--- src/rtl/spi_send_fifo.sv ---
// SPI-slave transmit engine: AXI4-Stream words are buffered in a FIFO and
// shifted out on MISO under control of an external master. spi_clk and
// spi_cs are oversampled in the axi_aclk domain.
module spi_send_fifo #(
    parameter int                    DATA_WIDTH = 8,
    parameter int                    FIFO_DEPTH = 16,
    parameter bit                    CPOL       = 1'b0,
    parameter bit                    CPHA       = 1'b0,
    parameter bit                    MSB_FIRST  = 1'b1,
    parameter logic [DATA_WIDTH-1:0] IDLE_WORD  = '1
) (
    input  logic                            axi_aclk,
    input  logic                            axi_areset,
    input  logic                            spi_clk,
    input  logic                            spi_cs,
    output logic                            spi_miso,
    output logic                            spi_miso_oe,
    input  logic                            axis_rvalid,
    output logic                            axis_rready,
    input  logic [DATA_WIDTH-1:0]           axis_rdata,
    input  logic                            axis_rlast,
    output logic [$clog2(FIFO_DEPTH+1)-1:0] fifo_level,
    output logic                            underrun,
    output logic                            frame_done
);

    localparam int PTR_W = $clog2(FIFO_DEPTH);
    localparam int LVL_W = $clog2(FIFO_DEPTH + 1);
    localparam int CNT_W = $clog2(DATA_WIDTH);
    localparam logic [LVL_W-1:0] LVL_FULL = LVL_W'(FIFO_DEPTH);
    localparam logic [CNT_W-1:0] CNT_LAST = CNT_W'(DATA_WIDTH - 1);

    typedef enum logic [0:0] {
        ST_IDLE   = 1'b0,
        ST_ACTIVE = 1'b1
    } state_t;

    // Synchroniser and history flops
    logic sclk_s1_q, sclk_s2_q, sclk_h_q;
    logic cs_s1_q, cs_s2_q, cs_h_q;

    // FIFO storage and bookkeeping
    logic [DATA_WIDTH:0]  mem_q [FIFO_DEPTH];
    logic [PTR_W-1:0]     wr_ptr_q, wr_ptr_d;
    logic [PTR_W-1:0]     rd_ptr_q, rd_ptr_d;
    logic [LVL_W-1:0]     level_q, level_d;
    logic                 rready_q, rready_d;

    // Transmit engine
    state_t               state_q, state_d;
    logic [DATA_WIDTH-1:0] shreg_q, shreg_d;
    logic                 last_q, last_d;
    logic [CNT_W-1:0]     bit_cnt_q, bit_cnt_d;
    logic                 miso_q, miso_d;
    logic                 underrun_q, underrun_d;
    logic                 frame_done_q, frame_done_d;

    logic                 lead_edge_s, trail_edge_s, shift_edge_s;
    logic                 cs_fall_s, cs_rise_s;
    logic                 load_s, shift_s, push_s, pop_s, fifo_empty_s;
    logic [DATA_WIDTH:0]  head_s;

    // Two-flop synchronisers plus a history flop for edge detection
    always_ff @(posedge axi_aclk or posedge axi_areset) begin
        if (axi_areset) begin
            sclk_s1_q <= CPOL;
            sclk_s2_q <= CPOL;
            sclk_h_q  <= CPOL;
            cs_s1_q   <= 1'b1;
            cs_s2_q   <= 1'b1;
            cs_h_q    <= 1'b1;
        end else begin
            sclk_s1_q <= spi_clk;
            sclk_s2_q <= sclk_s1_q;
            sclk_h_q  <= sclk_s2_q;
            cs_s1_q   <= spi_cs;
            cs_s2_q   <= cs_s1_q;
            cs_h_q    <= cs_s2_q;
        end
    end

    assign lead_edge_s  = (sclk_h_q == CPOL) && (sclk_s2_q != CPOL);
    assign trail_edge_s = (sclk_h_q != CPOL) && (sclk_s2_q == CPOL);
    assign shift_edge_s = CPHA ? lead_edge_s : trail_edge_s;
    assign cs_fall_s    = cs_h_q && !cs_s2_q;
    assign cs_rise_s    = !cs_h_q && cs_s2_q;

    assign fifo_empty_s = (level_q == {LVL_W{1'b0}});
    assign head_s       = mem_q[rd_ptr_q];
    assign push_s       = axis_rvalid && rready_q;
    assign pop_s        = load_s && !fifo_empty_s;

    // FIFO data array; contents need no reset because pointers define validity
    always_ff @(posedge axi_aclk) begin
        if (push_s) begin
            mem_q[wr_ptr_q] <= {axis_rlast, axis_rdata};
        end
    end

    // FIFO pointer, occupancy and ready next-state
    always_comb begin
        wr_ptr_d = wr_ptr_q;
        rd_ptr_d = rd_ptr_q;
        level_d  = level_q;
        if (push_s) begin
            wr_ptr_d = wr_ptr_q + PTR_W'(1);
        end else begin
            wr_ptr_d = wr_ptr_q;
        end
        if (pop_s) begin
            rd_ptr_d = rd_ptr_q + PTR_W'(1);
        end else begin
            rd_ptr_d = rd_ptr_q;
        end
        case ({push_s, pop_s})
            2'b10:   level_d = level_q + LVL_W'(1);
            2'b01:   level_d = level_q - LVL_W'(1);
            default: level_d = level_q;
        endcase
        rready_d = (level_d != LVL_FULL);
    end

    // FIFO state registers
    always_ff @(posedge axi_aclk or posedge axi_areset) begin
        if (axi_areset) begin
            wr_ptr_q <= '0;
            rd_ptr_q <= '0;
            level_q  <= '0;
            rready_q <= 1'b0;
        end else begin
            wr_ptr_q <= wr_ptr_d;
            rd_ptr_q <= rd_ptr_d;
            level_q  <= level_d;
            rready_q <= rready_d;
        end
    end

    // Transmit FSM next-state: CS events take priority over clock edges
    always_comb begin
        state_d      = state_q;
        shreg_d      = shreg_q;
        last_d       = last_q;
        bit_cnt_d    = bit_cnt_q;
        miso_d       = miso_q;
        underrun_d   = 1'b0;
        frame_done_d = 1'b0;
        load_s       = 1'b0;
        shift_s      = 1'b0;
        case (state_q)
            ST_IDLE: begin
                if (cs_fall_s) begin
                    state_d   = ST_ACTIVE;
                    bit_cnt_d = '0;
                    load_s    = !CPHA;
                end else begin
                    state_d = ST_IDLE;
                end
            end
            ST_ACTIVE: begin
                if (cs_rise_s) begin
                    // Abort: the partially sent word is dropped, never re-fetched
                    state_d   = ST_IDLE;
                    bit_cnt_d = '0;
                    last_d    = 1'b0;
                end else if (shift_edge_s) begin
                    if (CPHA) begin
                        // Leading-edge launch: the first bit goes out with the load
                        load_s  = (bit_cnt_q == '0);
                        shift_s = (bit_cnt_q != '0);
                    end else begin
                        // Trailing-edge launch: next word is loaded at the wrap
                        load_s  = (bit_cnt_q == CNT_LAST);
                        shift_s = (bit_cnt_q != CNT_LAST);
                    end
                    if (bit_cnt_q == CNT_LAST) begin
                        bit_cnt_d    = '0;
                        frame_done_d = last_q;
                    end else begin
                        bit_cnt_d = bit_cnt_q + CNT_W'(1);
                    end
                end else begin
                    state_d = ST_ACTIVE;
                end
            end
            default: begin
                state_d   = ST_IDLE;
                bit_cnt_d = '0;
            end
        endcase

        if (load_s) begin
            if (fifo_empty_s) begin
                shreg_d    = IDLE_WORD;
                last_d     = 1'b0;
                underrun_d = 1'b1;
            end else begin
                shreg_d = head_s[DATA_WIDTH-1:0];
                last_d  = head_s[DATA_WIDTH];
            end
            miso_d = MSB_FIRST ? shreg_d[DATA_WIDTH-1] : shreg_d[0];
        end else if (shift_s) begin
            shreg_d = MSB_FIRST ? {shreg_q[DATA_WIDTH-2:0], 1'b0}
                                : {1'b0, shreg_q[DATA_WIDTH-1:1]};
            miso_d  = MSB_FIRST ? shreg_d[DATA_WIDTH-1] : shreg_d[0];
        end else begin
            miso_d = miso_q;
        end
    end

    // Transmit FSM and shifter registers
    always_ff @(posedge axi_aclk or posedge axi_areset) begin
        if (axi_areset) begin
            state_q      <= ST_IDLE;
            shreg_q      <= '0;
            last_q       <= 1'b0;
            bit_cnt_q    <= '0;
            miso_q       <= 1'b0;
            underrun_q   <= 1'b0;
            frame_done_q <= 1'b0;
        end else begin
            state_q      <= state_d;
            shreg_q      <= shreg_d;
            last_q       <= last_d;
            bit_cnt_q    <= bit_cnt_d;
            miso_q       <= miso_d;
            underrun_q   <= underrun_d;
            frame_done_q <= frame_done_d;
        end
    end

    assign spi_miso    = miso_q;
    assign spi_miso_oe = (state_q == ST_ACTIVE);
    assign axis_rready = rready_q;
    assign fifo_level  = level_q;
    assign underrun    = underrun_q;
    assign frame_done  = frame_done_q;

endmodule
--- config.mk ---
export PLATFORM = sky130hd
export DESIGN_NAME = spi_send_fifo
export DESIGN_NICKNAME = d
export VERILOG_FILES = /design/src/rtl/spi_send_fifo.sv
export SDC_FILE = /design/constraint.sdc
export NUM_CORES = 1
export LEC_CHECK = 0
export CAP_MARGIN = 5
export CORE_ASPECT_RATIO = 1.75
export CORE_UTILIZATION = 45
export DETAILED_ROUTE_END_ITERATION = 6
export PLACE_DENSITY = 0.64
export SLEW_MARGIN = 20
export SYNTH_ARGS = -nofsm -noshare
export SYNTH_HDL_FRONTEND = slang
export SYNTH_SLANG_ARGS = --single-unit
--- constraint.sdc ---
create_clock -name axi_aclk -period 6.05 [get_ports axi_aclk]
set_clock_uncertainty 0.1 [all_clocks]
set_input_delay 0.605 -clock axi_aclk [delete_from_list [all_inputs] [get_ports axi_aclk]]
set_output_delay 0.605 -clock axi_aclk [all_outputs]
set_load 0.005 [all_outputs]
==> results_dict.tcl <==
set metrics [dict create \
    status "completed" \
    drive_above_1_share_pct 19.6 \
    routed_via_density 5.67 \
    multi_input_area_mm2 0.00203 \
    yosys_warnings 0 \
    cts-root-buf "clkbuf_16" \
    clkTransAtPathRegs_ns 0.07 \
    antenna_found_initial 0 \
    fin_crit_ns 3.39 \
    ir_drop_mv 0.171 \
    startpoint_type "flip-flop" \
    min_path_type "reg2reg" \
    synthTopCellsByArea "edfxtp_1, mux4_2, dfrtp_1" \
    clock-sinks 179 \
    clk-insertion-delay-late_ns 0.42 \
    grt_usage_pct 18.2 \
    cts-resized-gates 0 \
    cts_hold_buf 0 \
    syn_avg_cell_area_um2 17.2 \
    tns_ns 0 \
    clockBufferDepth 2 \
    synth-seq-area-share_pct 70.5 \
    syn-num-nets 453 \
    avgRoutedWirePerCell_um 21.4 \
    synth_common_cells "edfxtp_1, mux4_2, dfrtp_1" \
    rows 61 \
    io_pins 24 \
    ant_nets 0 \
    gp_congestion 0.843 \
    worst_ep_arrival_time_ns 3.58 \
    netlist_area_mm2 0.00738 \
    drcViolationCount 0 \
    fin_crit_sh_pct 56.0 \
    synthCells 430 \
    fillers 1250 \
    yosys.area.top_type_share_pct 58.6 \
    area_growth_pct 13.5 \
    max_slew_margin_pct 24.8 \
    regArea_mm2 0.00520 \
    cap_violations 0 \
    grt_max_degree 40 \
    critical_path_class "reg2reg" \
    nets 479 \
    dieArea_mm2 0.0169 \
    cts_tree "yes" \
    fp.dieW_um 98.8 \
    synth.most_common_cell "edfxtp_1" \
    io_buffers 23 \
    grt.overflow.total 0 \
    vias 3730 \
    die_y_um 171 \
    endpoint_kind "flip-flop" \
    finalHoldViolCount 0 \
    slowest_stage "dfrtp_1" \
    cts_buffers 17 \
    drtPass1Iterations 4 \
    rsz0062_at_grt "false" \
    initial_core_util_pct 46.3 \
    drtIter0Drc 221 \
    synth_edf_count 144 \
    insertedDiodeCount 0 \
    h-tree-depth 4 \
    fin_total_pwr_mw 3.71 \
    worst_ep_required_time_ns 6.24 \
    grt_pass1_wl_um 22500 \
    grt_pass1_vias 4071 \
    dp_hpwl_um 9290 \
    worst_pin_slew_ns 1.12 \
    crit_path_cell_trace "and3b_1 > a31o_2 > nand2_1 > inv_1 > ha_1 > nand2b_1 > nor2_1 > a211oi_2 > a31oi_4 > xor2_2 > nand4bb_1" \
    async_flop_share_pct 19.6 \
    synthFlopType "edfxtp_1" \
    synth_area_leader_cell "edfxtp_1" \
    ys_seq_elements 179 \
    cts_setup_buffers 0 \
    drt-total-wl_um 14100 \
    p_per_area_mw_per_mm2 443 \
    crit_path_max_fanout 12 \
    core_area_mm2 0.0160 \
    leakagePower_nw 2.83 \
    critical_path_buf_inv_count 1 \
    setup_viol 0 \
    clock.fmax_ghz 0.295 \
    crit_family "simple AND/OR/NAND/NOR gates" \
    synth.distinct_cells 49 \
    slowest_delay_ns 0.55 \
    finalMaxSlewViolations 0 \
]
## cell families (layout without fill, tap and decap cells)
| family | after synthesis | in the layout | share of synthesized area (%) |
|---|---|---|---|
| flip-flops | 179 | 179 | 70.5 |
| AND/OR/NAND/NOR | 93 | 93 | 6.27 |
| AO/OA/AOI/OAI | 60 | 60 | 5.36 |
| multiplexers | 48 | 48 | 13.0 |
| buffers and inverters | 31 | 70 | 2.10 |
| XOR/XNOR | 10 | 10 | 1.29 |
| adder cells (fa/ha/maj) | 9 | 9 | 1.53 |
## layout make-up
class,instances,share of cell area (%)
sequential,179,62.1
multi-input combinational,220,24.2
clock buffer,17,5.08
timing repair buffer,31,3.46
tap,189,2.82
clock inverter,15,2.00
inverter,7,0.314
## routing by layer
layer,vias to the layer above,wire [um],GRT usage [%]
met2,69,8030,33.4
met4,0,335,9.86
met1,1917,5410,20.4
li1,1728,-,-
met5,-,0,0
met3,16,291,2.36
## where the power goes
part           switching [mW]  internal, mW  total [mW]
clock network           0.500         0.588        1.09
logic                   0.508         0.468       0.976
registers               0.138          1.51        1.65
total                    1.15          2.57        3.71
## metrics by stage
stage / hold slack (ns) / instances / cell area [um2] / setup slack [ns] / utilization [%]
6_report: 0.251 / 658 / 8380 / 2.66 / 52.5
5_1_grt: 0.268 / 658 / 8380 / 2.47 / 52.5
4_1_cts: 0.254 / 658 / 8370 / 2.71 / 52.5
3_5_place_dp: 0.238 / 626 / 7780 / 2.58 / 48.8
3_3_place_gp: 0.236 / 626 / 7780 / 2.70 / 48.8
2_1_floorplan: 0.231 / 430 / 7380 / 3.24 / -
## placed cells by master (no fill, tap or decap), types with 4 or more instances in the layout
master,n
o22ai_1,7
edfxtp_1,144
o21ai_0,6
buf_4,8
mux4_2,38
mux2i_1,9
clkdlybuf4s50_1,23
a21oi_1,16
nand2_1,30
xnor2_1,6
nor2b_1,8
inv_8,5
nor2_1,22
a31oi_1,4
ha_1,9
dfrtp_1,31
clkinv_4,5
inv_1,7
a211oi_1,8
o21ai_1,9
nand2b_1,7
nor3_1,8
clkbuf_16,17
## registers in the layout, indices dropped and copies added (netlist names)
signal / count
frame_done: 1
shreg_q: 7
fifo_level: 5
sclk_s1_q: 1
rd_ptr_q: 4
bit_cnt_q: 3
wr_ptr_q: 4
spi_miso_oe: 1
cs_s2_q: 1
cs_s1_q: 1
axis_rready: 1
last_q: 1
spi_miso: 1
mem_q: 144
underrun: 1
sclk_s2_q: 1
cs_h_q: 1
sclk_h_q: 1
## path summary, 6_finish.rpt
kind | cells after the start | slack [ns] | from | endpoint
worst max-delay path | 11 | 2.66 | spi_miso_oe | axis_rready
worst min-delay path | 0 | 0.25 | sclk_s1_q | sclk_s2_q
worst max register to register | 11 | 2.66 | spi_miso_oe | axis_rready
worst min register to register | 0 | 0.25 | sclk_s1_q | sclk_s2_q
max in group asynchronous | 3 | 5.01 | axi_areset | rd_ptr_q[0]
min in group asynchronous | 3 | 0.49 | axi_areset | sclk_h_q
(Power assumes the default switching activity.)
